`config.mk`:
```
export PLATFORM = sky130hd
export DESIGN_NAME = fifo_wr_arbiter
export DESIGN_NICKNAME = d
export VERILOG_FILES = /design/src/rtl/fifo_wr_arbiter.sv
export SDC_FILE = /design/constraint.sdc
export NUM_CORES = 1
export LEC_CHECK = 0
export CAP_MARGIN = 10
export CELL_PAD_IN_SITES_DETAIL_PLACEMENT = 1
export CELL_PAD_IN_SITES_GLOBAL_PLACEMENT = 1
export CORE_UTILIZATION = 26
export CTS_CLUSTER_DIAMETER = 200
export DETAILED_ROUTE_END_ITERATION = 12
export PLACE_DENSITY = 0.92
export SLEW_MARGIN = 20
export SYNTH_ARGS = -nofsm -noshare
export SYNTH_HDL_FRONTEND = slang
export SYNTH_SLANG_ARGS = --single-unit
```
`constraint.sdc`:
```
create_clock -name i_clk -period 4.7 [get_ports i_clk]
set_input_delay 1.41 -clock i_clk [delete_from_list [all_inputs] [get_ports i_clk]]
set_output_delay 1.41 -clock i_clk [all_outputs]
set_load 0.02 [all_outputs]
```
`src/rtl/fifo_wr_arbiter.sv`:
```
// fifo_wr_arbiter: round-robin, burst-locked sharing of one FIFO write port
module fifo_wr_arbiter #(
  parameter int DATA_WIDTH = 8,
  parameter int NUM_REQ    = 4,
  parameter int MAX_BURST  = 4
) (
  input  logic                                i_clk,
  input  logic                                i_rst,
  input  logic [NUM_REQ-1:0]                  i_req_valid,
  input  logic [NUM_REQ*DATA_WIDTH-1:0]       i_req_data,
  output logic [NUM_REQ-1:0]                  o_req_ready,
  output logic [DATA_WIDTH-1:0]               o_fifo_wdata,
  output logic                                o_fifo_winc,
  input  logic                                i_fifo_wfull,
  output logic [NUM_REQ-1:0]                  o_grant,
  output logic [$clog2(MAX_BURST+1)-1:0]      o_beat_cnt
);
  localparam int IW = $clog2(NUM_REQ);
  localparam int CW = $clog2(MAX_BURST+1);
  localparam logic [0:0] IDLE  = 1'b0;
  localparam logic [0:0] GRANT = 1'b1;
  localparam logic [NUM_REQ-1:0] ONE = NUM_REQ'(1);
  logic [0:0]    state_q, state_d;
  logic [IW-1:0] rr_ptr_q, rr_ptr_d, gnt_idx_q, gnt_idx_d, sel, cand;
  logic [CW-1:0] beat_q, beat_d;
  logic          any_valid, active, valid_g, xfer, last_beat, rel;
  // Round-robin pick: walk downwards so the lowest offset from rr_ptr wins
  always_comb begin
    sel = rr_ptr_q;
    cand = '0;
    any_valid = 1'b0;
    for (int i = NUM_REQ-1; i >= 0; i--) begin
      cand = IW'((int'(rr_ptr_q) + i) % NUM_REQ);
      if (i_req_valid[cand]) begin
        sel = cand;
        any_valid = 1'b1;
      end
    end
  end
  // Datapath and handshake; everything is gated off while reset is high
  always_comb begin
    active       = (state_q == GRANT) && !i_rst;
    valid_g      = i_req_valid[gnt_idx_q];
    xfer         = active && valid_g && !i_fifo_wfull;
    last_beat    = beat_q == CW'(MAX_BURST-1);
    rel          = active && (!valid_g || (xfer && last_beat));
    o_req_ready  = (active && !i_fifo_wfull) ? ONE << gnt_idx_q : '0;
    o_fifo_winc  = xfer;
    o_fifo_wdata = active ? i_req_data[gnt_idx_q*DATA_WIDTH +: DATA_WIDTH] : '0;
    o_grant      = (state_q == GRANT) ? ONE << gnt_idx_q : '0;
    o_beat_cnt   = beat_q;
  end
  // Next-state: grant from IDLE, count beats, release to IDLE and advance pointer
  always_comb begin
    state_d   = (state_q == IDLE) ? (any_valid ? GRANT : IDLE) : (rel ? IDLE : GRANT);
    gnt_idx_d = (state_q == IDLE && any_valid) ? sel : gnt_idx_q;
    beat_d    = (state_q == IDLE) ? (any_valid ? '0 : beat_q) : beat_q + CW'(xfer);
    rr_ptr_d  = rel ? ((gnt_idx_q == IW'(NUM_REQ-1)) ? '0 : gnt_idx_q + 1'b1) : rr_ptr_q;
  end
  // State registers; reset overrides any release in the same cycle
  always_ff @(posedge i_clk) begin
    if (i_rst) begin
      state_q   <= IDLE;
      rr_ptr_q  <= '0;
      gnt_idx_q <= '0;
      beat_q    <= '0;
    end else begin
      state_q   <= state_d;
      rr_ptr_q  <= rr_ptr_d;
      gnt_idx_q <= gnt_idx_d;
      beat_q    <= beat_d;
    end
  end
endmodule

```
==> key figures, run 1 <==
Clock network
  • Later-pin clock latency in the skew report: 250 ps
  • Root Driver: clkbuf_4
  • Post_cts resized: 0
  • CTS H-tree lvls: 1
  • Clk sinks: 8
  • CTS Hold Buffers Added: 0
  • Setup bufs post-CTS: 0
  • CTS tree: built
  • Reg clk slew, reported paths: 50 ps
  • Num CTS Buffers: 3
  • Clock buffer depth: 2

STA
  • Fin crit share: 95.3%
  • Post-layout min period: 4480 ps
  • Final Skew: 1.30 ps
  • Slew Limit Fails: 0
  • RSZ-0062 raised after global routing: no
  • Final worst slack: 219 ps
  • Max transition margin: 47.4%
  • Worst-Margin Slew: 788 ps
  • Setup violations, final: 0
  • Hold Vio Cnt, Final: 0
  • TNS Setup: 0 ps
  • Max Fclk: 223 MHz

Die
  • I/O pin count: 59
  • Rows: 20
  • Die area: 3520 um^2
  • Die width: 59.3 um
  • Die height: 59.3 um
  • Starting density of the core: 27.8%
  • Core Area: 3080 um^2

Setup path
  • Crit-path max cell delay: 610 ps
  • Crit end category: output port
  • CP Launch Type: primary input
  • Crit-path slowest cell: clkdlybuf4s50_1
  • Cell mode on critical path: clkdlybuf4s50_1
  • Family with the most delay on the worst path: buffers and inverters
  • Worst path cell trace: clkdlybuf4s50_1 -> mux2i_1 -> nand2_1 -> and3_1 -> clkdlybuf4s50_1
  • Critical Path AT: 3070 ps
  • Req. time, crit path: 3290 ps
  • CP max FO: 7
  • Worst path bufs/invs: 2
  • Setup CP Type: primary input to output port

Place
  • Routability congestion estimate: 0.750
  • Dpl hpwl: 2620 um
  • Placed Area: 1480 um^2
  • Place WS: 226 ps
  • IO buf count: 58

Status
  • Status: finished, final reports clean

Logic synthesis
  • Number of synthesized flops with an enable pin: 0
  • Sequential fraction of the synthesis area: 18.7%
  • Main combinational cell family by area after synthesis: simple AND/OR/NAND/NOR gates
  • Yosys cell types: 32
  • Async set or reset register ratio after synthesis: 0%
  • Avg Synthesized Cell Area: 9.19 um^2
  • Synthesized cell area: 855 um^2
  • #FFs+latches synth: 8
  • Post-synth top area cell: mux4_2
  • Commonest cells in the netlist: 9 x and2_1, 9 x nor2_1, 9 x nor2b_1
  • Synth Instances: 93
  • Post-synthesis compound-gate area fraction: 9.22%
  • Ys Warns: 0
  • Net Count, Synth: 138
  • Synth Area in Simple Gates: 34.0%
  • Largest cells by area after synthesis: mux4_2 21%, dfxtp_1 19%, ha_1 8.8%
  • Mux cell area share after synthesis: 24.6%
  • Post-synth top area share: 21.1%
  • Xor and xnor area share after synthesis: 0%
  • Post-synthesis adder-cell area fraction: 8.78%
  • Top FF cell, synth: dfxtp_1

Run
  • Max_cap viols: 0

Route
  • Final WL: 3100 um
  • Pre-Repair DR Iteration Count: 5
  • Via count of the routed design: 978
  • Vias per cell: 4.99
  • DRC: 0
  • 1st-iter DRT viols: 13
  • Routed len/inst: 15.8 um
  • Post-DRT Antenna Nets: 0

Layout
  • Final core occ: 48.7%
  • Share of layout cells above drive strength 1: 10.5%
  • Post-layout nets: 199
  • Area grow syn2layout: 75.4%
  • Final Cell Area: 1500 um^2
  • Antenna fix cells: 0
  • Filler cell count: 357

Power and ir drop
  • Power density over cell area: 169 nW/um^2
  • Leak pwr: 0.545 nW
  • Peak VDD IR: 0.0000712 V

Hold path
  • Worst hold path class: register to register

Global routing
  • GRT Total Usage: 17.5%
  • Pin count of the biggest net entering global routing: 16
  • Initial antenna violation count: 0
  • Remaining global-route overflow: 0
  • Vias in the first global route: 1004
  • First-pass GRT wire length: 4600 um
==> layout make-up <==
type	count	area (um^2)	share of cell area, %
Tap cell	44	55.1	3.67
Sequential cell	8	160	10.7
Timing Repair Buffer	60	596	39.7
Inverter	3	11.3	0.751
Clock buffer	3	22.5	1.50
Multi-Input combinational cell	78	654	43.7
==> layout by cell type, fill, tap and decap left out, types with 3 or more instances in the layout <==
cell type	n
clkdlybuf4s50_1	58
and2_1	9
nor2b_1	9
nor2_1	9
mux4_2	8
dfxtp_1	8
ha_1	6
nand2_1	4
nand2b_1	3
inv_1	3
mux2i_1	3
a21oi_1	3
o21ai_0	3
clkbuf_4	3
==> sequential cells by signal, summed over array words and instances (netlist names) <==
| signal | cells |
|---|---|
| gnt_idx_q | 2 |
| o_beat_cnt | 3 |
| rr_ptr_q | 2 |
| state_q | 1 |
==> tightest hold or removal path: stages, from the launching register on <==
cell and delay, ps:
dfxtp_1 320, o21ai_0 80, a21oi_1 60
==> cell families after synthesis <==
logic type                 count (synthesis)
AOI/OAI and AO/OA                         12
DFF                                        8
buffers and inverters                      7
adders and majority gates                  6
and+or+nand+nor                           49
muxes                                     11
==> metrics by stage <==
stage	instances	hold WS, ps	power [mW]
2_1_floorplan	93	486	0.143
3_3_place_gp	193	484	0.197
3_5_place_dp	193	506	0.203
4_1_cts	196	514	0.257
5_1_grt	196	546	0.267
6_report	196	506	0.253
==> layer usage <==
layer / routed length (um) / part of all wire, % / GRT usage, % / vias up
met1: 1170 / 38 / 18.0 / 465
met4: 0 / 0 / 4.08 / 0
li1: - / - / - / 461
met5: 0 / 0 / 0 / -
met3: 309 / 10 / 4.59 / 0
met2: 1630 / 52 / 34.5 / 52
==> path summary, 6_finish.rpt <==
kind	start	endpoint	slack, ps	depth (start not counted)
max	i_req_valid[3]	o_fifo_winc	220	5
min	o_beat_cnt[2]$_SDFFE_PP0P_	o_beat_cnt[2]$_SDFFE_PP0P_	510	2
max reg2reg	gnt_idx_q[0]$_SDFFE_PP0P_	o_beat_cnt[1]$_SDFFE_PP0P_	2400	7
min reg2reg	o_beat_cnt[2]$_SDFFE_PP0P_	o_beat_cnt[2]$_SDFFE_PP0P_	510	2
==> power by group <==
part | switching, mW | total [mW] | internal, mW
combinational | 0.0416 | 0.115 | 0.0731
sequential | 0.0141 | 0.0861 | 0.0721
clock | 0.0231 | 0.0524 | 0.0292
total | 0.0788 | 0.253 | 0.174
Power figures use the tool's default switching activity.
==> run 2: changes to the inputs <==
SKIP_CTS_REPAIR_TIMING = 1   (was not set)
SKIP_LAST_GASP = 1   (was not set)
==> results of run 2 <==
No change in the layout: final DEF, timing and power equal those of run 1.
